<file path="src/rtl/ifetch_ctrl.sv">
// Instruction-fetch sequencer: owns the PC, reads the irom port, buffers words for decode.
// Define IFETCH_DBG_PORT_EN to share the ROM port with a debug reader through a fair arbiter.
module ifetch_ctrl #(
    parameter logic [31:0] RESET_PC   = 32'h0000_0000,
    parameter int unsigned FIFO_DEPTH = 2
) (
    input  logic        clk,
    input  logic        rst_n,
    output logic [31:0] rom_pc_o,
    input  logic [31:0] rom_inst_i,
    input  logic        redirect_i,
    input  logic [31:0] redirect_pc_i,
    output logic        inst_valid_o,
    input  logic        inst_ready_i,
    output logic [31:0] inst_o,
    output logic [31:0] inst_pc_o
`ifdef IFETCH_DBG_PORT_EN
    ,
    input  logic        dbg_req_i,
    input  logic [31:0] dbg_addr_i,
    output logic        dbg_ack_o,
    output logic [31:0] dbg_rdata_o
`endif
);

    localparam int unsigned PTR_W = (FIFO_DEPTH > 1) ? $clog2(FIFO_DEPTH) : 1;
    localparam int unsigned CNT_W = PTR_W + 1;

    typedef struct packed {
        logic [31:0] pc;
        logic [31:0] inst;
    } fetch_entry_t;

    fetch_entry_t     fifo_mem [FIFO_DEPTH];
    logic [PTR_W-1:0] rd_ptr;
    logic [PTR_W-1:0] wr_ptr;
    logic [CNT_W-1:0] count;
    logic [31:0]      pc;

    logic pop;
    logic fetch_want;
    logic fetch_gnt;
    logic unused_addr_bits;

    assign inst_valid_o = (count != '0);
    assign inst_o       = fifo_mem[rd_ptr].inst;
    assign inst_pc_o    = fifo_mem[rd_ptr].pc;

    // A full FIFO that pops this cycle may still fetch into the freed slot.
    assign pop        = inst_valid_o & inst_ready_i & ~redirect_i;
    assign fetch_want = ~redirect_i & ((count < CNT_W'(FIFO_DEPTH)) | pop);

`ifdef IFETCH_DBG_PORT_EN
    logic last_dbg;
    logic dbg_gnt;

    // Debug yields after a win whenever fetch is waiting, so neither side starves.
    assign dbg_gnt   = dbg_req_i & ~(last_dbg & fetch_want);
    assign fetch_gnt = fetch_want & ~dbg_gnt;
    assign rom_pc_o  = dbg_gnt ? {dbg_addr_i[31:2], 2'b00} : pc;
    assign unused_addr_bits = ^{redirect_pc_i[1:0], dbg_addr_i[1:0]};

    always_ff @(posedge clk or negedge rst_n) begin
        if (!rst_n) begin
            last_dbg    <= 1'b0;
            dbg_ack_o   <= 1'b0;
            dbg_rdata_o <= 32'h0;
        end else begin
            last_dbg  <= dbg_gnt;
            dbg_ack_o <= dbg_gnt;
            if (dbg_gnt) begin
                dbg_rdata_o <= rom_inst_i;
            end
        end
    end
`else
    assign fetch_gnt = fetch_want;
    assign rom_pc_o  = pc;
    assign unused_addr_bits = ^redirect_pc_i[1:0];
`endif

    // PC and instruction buffer; redirect flushes and re-steers ahead of any push/pop.
    always_ff @(posedge clk or negedge rst_n) begin
        if (!rst_n) begin
            pc     <= {RESET_PC[31:2], 2'b00};
            rd_ptr <= '0;
            wr_ptr <= '0;
            count  <= '0;
            for (int i = 0; i < int'(FIFO_DEPTH); i++) begin
                fifo_mem[i] <= '0;
            end
        end else if (redirect_i) begin
            pc     <= {redirect_pc_i[31:2], 2'b00};
            rd_ptr <= '0;
            wr_ptr <= '0;
            count  <= '0;
        end else begin
            if (fetch_gnt) begin
                fifo_mem[wr_ptr] <= '{pc: pc, inst: rom_inst_i};
                wr_ptr           <= wr_ptr + PTR_W'(1);
                pc               <= pc + 32'd4;
            end
            if (pop) begin
                rd_ptr <= rd_ptr + PTR_W'(1);
            end
            count <= count + CNT_W'(fetch_gnt) - CNT_W'(pop);
        end
    end

endmodule

</file>
<file path="config.mk">
export PLATFORM = sky130hd
export DESIGN_NAME = ifetch_ctrl
export DESIGN_NICKNAME = d
export VERILOG_FILES = /design/src/rtl/ifetch_ctrl.sv
export SDC_FILE = /design/constraint.sdc
export NUM_CORES = 1
export LEC_CHECK = 0
export ABC_CLOCK_PERIOD_IN_PS = 2500
export BUFFER_PORTS_ARGS = -buffer_cell sky130_fd_sc_hd__buf_4
export CELL_PAD_IN_SITES_DETAIL_PLACEMENT = 1
export CELL_PAD_IN_SITES_GLOBAL_PLACEMENT = 2
export CORE_ASPECT_RATIO = 1.1
export CORE_MARGIN = 2
export CORE_UTILIZATION = 36
export CTS_CLUSTER_SIZE = 25
export DETAILED_ROUTE_END_ITERATION = 10
export PLACE_DENSITY_LB_ADDON = 0.1
export REMOVE_ABC_BUFFERS = 1
export SLEW_MARGIN = 20
export SYNTH_ARGS = -nofsm -noshare
export SYNTH_HDL_FRONTEND = slang
export SYNTH_SLANG_ARGS = --single-unit
</file>
<file path="constraint.sdc">
create_clock -name clk -period 2.5 [get_ports clk]
set_input_delay 0.375 -clock clk [delete_from_list [all_inputs] [get_ports clk]]
set_output_delay 0.375 -clock clk [all_outputs]
set_load 0.005 [all_outputs]
</file>
==> results of run 1 <==
stage by stage:
step           setup slack [ns]  instance area, um2
5_1_grt                   0.128                9640
3_5_place_dp              0.308                9010
6_report                  0.258                9640
4_1_cts                   0.212                9640
2_1_floorplan             -1.52                7270
3_3_place_gp              0.362                9010
kinds of logic (layout without fill, tap and decap cells):
| group | after synthesis | after routing |
|---|---|---|
| AO/OA/AOI/OAI | 59 | 59 |
| other | 1 | 4 |
| buffers and inverters | 53 | 221 |
| XOR/XNOR | 14 | 14 |
| flip-flops | 158 | 158 |
| adder cells (fa/ha/maj) | 3 | 3 |
| multiplexers | 179 | 179 |
| AND/OR/NAND/NOR | 129 | 129 |
layout by cell type (no fill, tap or decap), types with 4 or more instances in the layout:
master      count
or4_1           7
buf_12          5
o31ai_1         5
nor2b_1         4
o21ai_0        19
nor3_1          4
nand3_1        16
inv_1          10
a31oi_1         4
and4_1          4
mux2_2        178
nand4_1        16
conb_1          4
nor4_1          5
xnor2_1        10
clkinvlp_4      4
nand2_1        37
buf_4         171
xor2_1          4
clkbuf_16      17
or3_1           4
nor2_1         18
dfrtp_1       157
where the power goes:
part / internal [W] / switching, W / total, W
combinational: 0.00216 / 0.00124 / 0.00340
sequential: 0.00351 / 0.000595 / 0.00411
clock: 0.00163 / 0.00107 / 0.00270
total: 0.00730 / 0.00291 / 0.0102
cell type report:
type | instances | area, um2
Clock buffer | 19 | 453
Clock inverter | 13 | 164
Fill cell | 2177 | 10800
Inverter | 11 | 41.3
Multi-Input combinational cell | 388 | 3300
Sequential cell | 158 | 3960
Tap cell | 256 | 320
Timing Repair Buffer | 178 | 1410
state kept, by name, indices dropped and copies added, names as in the netlist:
| name | count |
|---|---|
| count | 2 |
| fifo_mem | 124 |
| rd_ptr | 1 |
| rom_pc_o | 30 |
| wr_ptr | 1 |
worst max-delay path: stages, from the launching register on:
cell     delay, ns
dfrtp_4       0.63
buf_12        0.28
mux2_2        0.37
buf_4         0.14
repair_timing:
action / 4_1_cts / 5_1_grt
hold buffers: 1 / 0
endpoints found under the hold margin: 49 / 0
resized for setup: 0 / 0
layer usage:
layer	GRT usage [%]	part of all wire [%]	vias to the layer above	routed length [um]
met5	0	0	-	0
met4	5.10	0.97	0	193
met3	4.89	5.1	14	1010
met2	32.2	51	127	10100
met1	23.3	43	2744	8550
li1	-	-	2476	-
worst paths after layout:
path,from,end,slack [ns],cells past startpoint
worst max-delay path,rd_ptr$_DFFE_PN0P_,inst_o[19],0.26,3
worst min-delay path,redirect_pc_i[22],rom_pc_o[22]$_DFFE_PN0P_,0.17,3
worst max register to register,rom_pc_o[5]$_DFFE_PN0P_,rom_pc_o[25]$_DFFE_PN0P_,0.28,5
worst min register to register,fifo_mem[58]$_DFFE_PN0P_,fifo_mem[58]$_DFFE_PN0P_,0.48,2
max in group asynchronous,rst_n,count[1]$_DFF_PN0_,1.17,3
min in group asynchronous,rst_n,fifo_mem[71]$_DFFE_PN0P_,0.47,2
==> metrics.csv, run 1 <==
metric;value;unit
post-route-min-period;2.24;ns
drive_above_1_share;51.2;%
cp.arrival;1.87;ns
initial_utilization;36.5;%
die_height;155;um
ys_seq_elements;158;
synthMuxAreaShare;27.0;%
dp.cells;990;
hold_violations;0;
clock_path_buffers;2;
grt_pass1_wl;32.0;mm
cts_root_buf;clkbuf_16;
fin_nets;825;
layout_worst_path_cycle_share;89.7;%
hold_path_class;in2reg;
ys_top_cells_by_area;dfrtp_1 (53%), mux2_2 (27%), nand2_1 (1.9%);
fin_hold_ws;0.166;ns
synth_top_family_by_area;multiplexers;
fin_skew;0.0111;ns
drtIter0Drc;229;
tightest_slew;0.568;ns
dp_hpwl;13.7;mm
outcome;completed;
crit_path_max_fanout;34;
drt-pass1-iter-count;4;
synthSimpleGateAreaFrac;9.03;%
post_cts_buffers;0;
synth-async-reset-ratio;100;%
tritoncts;yes;
rsz0062_at_grt;false;
area_growth;29.3;%
cp-start-kind;flop;
drc;0;
synth-xor-area-share;1.64;%
p_leak;4.17;nW
diodes;0;
yosysTopAreaCellShare;53.0;%
maxSlewHeadroom;61.1;%
maxCapViolations;0;
peakVddDrop;0.469;mV
fin_cells;1023;
port_buffers;158;
yosysTopAreaCell;dfrtp_1;
end_kind;primary output;
synthFlopType;dfrtp_1;
htreeDepth;4;
timing.setup.tns;0;ns
grt_pass1_vias;5982;
core;0.0204;mm2
synth_compound_area_share;5.59;%
postSynthAreaPerCell;12.5;um2
via_per_inst;5.24;
synth.distinct_cells;50;
critPathRequiredTime;2.12;ns
drtAntennaViolNets;0;
place.gp.congestion;0.756;
cts.sink_count;158;
overflow;0;
ys_warn_count;0;
path_clk_slew;0.07;ns
design.portCount;165;
die_x;141;um
dieArea;0.0219;mm2
synth-seq-area-share;53.0;%
synth_common_cells;mux2_2 (178), dfrtp_1 (158), nand2_1 (37), clkbuf_1 (21);
crit_type;reg2out;
synth_edf_count;0;
fmax;446;MHz
yosysMostFrequentCell;mux2_2;
synth_area;0.00746;mm2
syn-instance-count;596;
drv_slew;0;
cts_buffers;17;
grt_max_degree;53;
finalPower;0.0102;W
synth_fa_ha_area_share;0.503;%
antenna_found_initial;0;
final_core_util;47.2;%
post_drt_wl_per_cell;19.4;um
setup_violations;0;
clk_latency;0.42;ns
routed-via-count;5361;
grt_usage;18.7;%
wl;19.8;mm
powerDensity;1060;mW/mm2
rows;55;
Power figures use the tool's default switching activity.
==> run 2, diff against run 1 <==
==> constraint.sdc (replaced) <==
create_clock -name clk -period 2.5 [get_ports clk]
set_input_delay 0.375 -clock clk [delete_from_list [all_inputs] [get_ports clk]]
set_output_delay 0.375 -clock clk [all_outputs]
set_load 0.1 [all_outputs]
==> metrics.csv, run 2 (synthesized netlist as in run 1, its figures left out) <==
metric;value;unit
grt_pass1_vias;5786;
drc;0;
drt-pass1-iter-count;4;
cpPeakStageDelay;0.41;ns
fin_skew;0.0102;ns
hold_violations;0;
cts_buffers;17;
htreeDepth;4;
dieArea;0.0219;mm2
drtAntennaViolNets;0;
pre_cts_slack;0.354;ns
post_drt_wl_per_cell;19.2;um
crit_type;reg2out;
cp-start-kind;flop;
grt_pass1_wl;31.7;mm
routed-via-count;5318;
tritoncts;yes;
clk_latency;0.42;ns
tightest_slew;0.564;ns
wl;19.7;mm
die_x;141;um
crit_path_max_fanout;63;
cts_root_buf;clkbuf_16;
grt_usage;18.6;%
setup_violations;0;
clock_path_buffers;2;
maxSlewHeadroom;62.4;%
fin_cells;1023;
mostFrequentLayoutCells;mux2_2 (178), buf_4 (171), dfrtp_1 (157);
maxCapViolations;0;
drive_above_1_share;51.2;%
fin_nets;825;
overflow;0;
rows;55;
core;0.0204;mm2
drtIter0Drc;190;
post-route-min-period;2.23;ns
cp.arrival;1.86;ns
layout_worst_path_cycle_share;89.3;%
critPathRequiredTime;2.12;ns
place.gp.congestion;0.734;
fmax;448;MHz
drv_slew;0;
design.portCount;165;
final_common_cell;mux2_2;
cts_resized;0;
postLayoutSetupSlackWorst;0.267;ns
end_kind;primary output;
regMostFlops;fifo_mem;
area_growth;29.2;%
outcome;completed;
grt_max_degree;64;
hold_path_class;in2reg;
initial_utilization;36.5;%
diodes;0;
cts.sink_count;158;
die_height;155;um
dp_hpwl;13.4;mm
via_per_inst;5.20;
critPathSlowestCell;dfrtp_4;
worstPathCellList;buf_12 > mux2_2 > buf_4;
port_buffers;158;
antenna_found_initial;0;
rsz0062_at_grt;false;
path_clk_slew;0.07;ns
dp.cells;990;
largest_reg_flops;124;
## run 2: cell types whose count changed in the layout (fill, tap and decap cells not counted), sizes merged
cell,previous run,this run
clkinvlp,4,2
inv,11,18
bufinv,3,2
clkinv,6,3
clkbuf,19,18
## run 2: metal layers
metal  part of all wire, %  wire (um)  global-route usage (%)  up-vias
met2                    50       9780                    31.5      118
met5                     0          0                       0        -
li1                      -          -                       -     2481
met3                   4.9        973                    4.71       14
met1                    44       8750                    23.7     2705
met4                  0.81        160                    5.05        0
## run 2: path summary, 6_finish.rpt
path                                                 end                startpoint  depth (start not counted)  slack [ns]
worst max-delay path                          inst_o[23]        rd_ptr$_DFFE_PN0P_                          3        0.27
worst min-delay path             rom_pc_o[9]$_DFFE_PN0P_          redirect_pc_i[9]                          3        0.16
worst max register to register  rom_pc_o[25]$_DFFE_PN0P_   rom_pc_o[5]$_DFFE_PN0P_                          5        0.34
worst min register to register  fifo_mem[54]$_DFFE_PN0P_  fifo_mem[54]$_DFFE_PN0P_                          2        0.49
max in group asynchronous       rom_pc_o[13]$_DFFE_PN0P_                     rst_n                          3        1.21
min in group asynchronous        fifo_mem[7]$_DFFE_PN0P_                     rst_n                          2        0.48
## run 2: repair_timing
item	CTS	global route
hold endpoints to repair	54	0
setup buffers	0	0
hold buffers	1	0
## run 2: critical path, delay by kind of cell (launching register included)
kind                   cells  cell delay [ns]
buffers and inverters      2             0.59
flip-flops                 1             0.41
multiplexers               1             0.41
## run 2: area by class of cell
class                   count  area, um2
flip-flops and latches    158       3960
fillers                  2158      10800
inverters                  11       41.3
clock inverters            14        173
multi-input cells         388       3300
repair buffers            178       1410
well taps                 256        320
clock buffers              18        439
## run 2: stage by stage
step / TNS (ns) / utilization, % / hold WS [ns] / instance area, um2
2_1_floorplan: -142.64 / - / 0.0794 / 7270
3_3_place_gp: 0 / 44.1 / 0.385 / 9010
3_5_place_dp: 0 / 44.1 / 0.384 / 9010
4_1_cts: 0 / 47.1 / 0.144 / 9640
5_1_grt: 0 / 47.1 / 0.150 / 9640
6_report: 0 / 47.1 / 0.164 / 9640
Power of run 2 is not shown: default switching activity piles up to over one toggle a cycle in this logic, so the estimate is an artifact.
==> run 3, diff against run 2 <==
--- a/config.mk
+++ b/config.mk
@@ -5,16 +5,17 @@
 export SDC_FILE = /design/constraint.sdc
 export NUM_CORES = 1
 export LEC_CHECK = 0
-export ABC_CLOCK_PERIOD_IN_PS = 2500
+export ABC_CLOCK_PERIOD_IN_PS = 2600
 export BUFFER_PORTS_ARGS = -buffer_cell sky130_fd_sc_hd__buf_4
 export CELL_PAD_IN_SITES_DETAIL_PLACEMENT = 1
 export CELL_PAD_IN_SITES_GLOBAL_PLACEMENT = 2
 export CORE_ASPECT_RATIO = 1.1
 export CORE_MARGIN = 2
-export CORE_UTILIZATION = 36
+export CORE_UTILIZATION = 39
 export CTS_CLUSTER_SIZE = 25
 export DETAILED_ROUTE_END_ITERATION = 10
 export PLACE_DENSITY_LB_ADDON = 0.1
+export RECOVER_POWER = 25
 export REMOVE_ABC_BUFFERS = 1
 export SLEW_MARGIN = 20
 export SYNTH_ARGS = -nofsm -noshare
==> constraint.sdc (replaced) <==
create_clock -name clk -period 2.6 [get_ports clk]
set_input_delay 0.39 -clock clk [delete_from_list [all_inputs] [get_ports clk]]
set_output_delay 0.39 -clock clk [all_outputs]
set_load 0.1 [all_outputs]
==> metrics.csv, run 3 (synthesized netlist as in run 1, its figures left out) <==
metric;value;unit
grt_pass1_wl;31.4;mm
maxCapViolations;1;
fillerInstances;2006;
design.portCount;165;
drive_above_1_share;51.0;%
dieArea;0.0202;mm2
clk_latency;0.42;ns
path_clk_slew;0.07;ns
crit_path_max_fanout;28;
cp-start-kind;flop;
outcome;finished, violations left;
grt_max_degree;77;
drtAntennaViolNets;0;
initial_utilization;39.5;%
port_buffers;158;
cp_top_family;flip-flops;
htreeDepth;4;
antenna_found_initial;0;
die_x;136;um
crit_type;reg2out;
die_height;149;um
hold_path_class;in2reg;
drv_slew;76;
worst-path-buf-inv;2;
rsz0062_at_grt;false;
fin_nets;822;
via_per_inst;5.31;
critPathSlowestCell;dfrtp_4;
layout_worst_path_cycle_share;92.0;%
postLayoutSetupSlackWorst;0.209;ns
wirelength_met1;8.35;mm
fmax;418;MHz
diodes;0;
fin_hold_ws;0.183;ns
post_drt_wl_per_cell;19.2;um
tritoncts;yes;
place.gp.congestion;0.767;
violations;capacitance limit, slew limit;
cts.sink_count;158;
largest_reg_flops;124;
tightest_slew;1.97;ns
mostFrequentLayoutCells;mux2_2 (178), buf_4 (168), dfrtp_1 (157);
routed.top_layer;met4;
grt_usage;20.0;%
hold_buffers;0;
wl;19.4;mm
critPathRequiredTime;2.21;ns
hold_violations;0;
regMostFlops;fifo_mem;
drt-pass1-iter-count;4;
final_common_cell;mux2_2;
maxSlewHeadroom;-31.4;%
drc;0;
wl_met3;898;um
setup_violations;0;
overflow;0;
fin_skew;0.00833;ns
area_growth;28.3;%
cts_buffers;17;
dp_hpwl;13.3;mm
post-route-min-period;2.39;ns
routed-via-count;5366;
worstPathCellList;buf_12 > mux2_2 > buf_4;
cpPeakStageDelay;0.73;ns
core;0.0189;mm2
end_kind;primary output;
cp.arrival;2.00;ns
grt_pass1_vias;5862;
post_cts_buffers;0;
rows;53;
drtIter0Drc;146;
cts_resized;0;
pre_cts_slack;0.288;ns
clock_path_buffers;2;
cts_root_buf;clkbuf_16;
dr_wl_met2;10.0;mm
==> run 3: worst reg2reg max path: cells and delay by family (launching register included) <==
family	cells	cell delay (ns)
AOI/OAI and AO/OA	2	0.58
DFF	1	0.50
and+or+nand+nor	2	1.11
==> run 3: worst paths after layout <==
| kind | cells past startpoint | slack, ns | startpoint | to |
|---|---|---|---|---|
| hold / removal | 3 | 0.18 | redirect_pc_i[22] | rom_pc_o[22]$_DFFE_PN0P_ |
| setup / recovery | 3 | 0.21 | rd_ptr$_DFFE_PN0P_ | inst_pc_o[20] |
| max in group asynchronous | 1 | 0.69 | rst_n | rd_ptr$_DFFE_PN0P_ |
| hold reg to reg | 2 | 0.48 | fifo_mem[58]$_DFFE_PN0P_ | fifo_mem[58]$_DFFE_PN0P_ |
| min in group asynchronous | 1 | 0.48 | rst_n | fifo_mem[70]$_DFFE_PN0P_ |
| setup reg to reg | 4 | 0.29 | rom_pc_o[5]$_DFFE_PN0P_ | rom_pc_o[28]$_DFFE_PN0P_ |
==> run 3: per-stage QoR <==
step                cells  area, um2  utilization (%)  TNS, ns
global route         1010       9560             50.6        0
detailed placement    979       8990             47.6        0
CTS                  1010       9570             50.7        0
global placement      979       8990             47.6        0
floorplan             557       7270                -  -124.80
finish               1010       9560             50.6        0
==> run 3: final cells by class <==
cell class	instances	area, um2	area share [%]
Sequential cell	158	3960	41.4
Multi-Input combinational cell	388	3300	34.5
Timing Repair Buffer	175	1370	14.3
Clock inverter	14	160	1.67
Inverter	11	41.3	0.432
Clock buffer	17	425	4.45
Tap cell	247	309	3.23
==> run 3: per-layer routing <==
metal  GRT usage [%]  vias up
li1                -     2469
met5               0        -
met2            34.8      115
met4            4.53        0
met1            25.4     2771
met3            4.52       11
Power of run 3 is left out for the same reason.
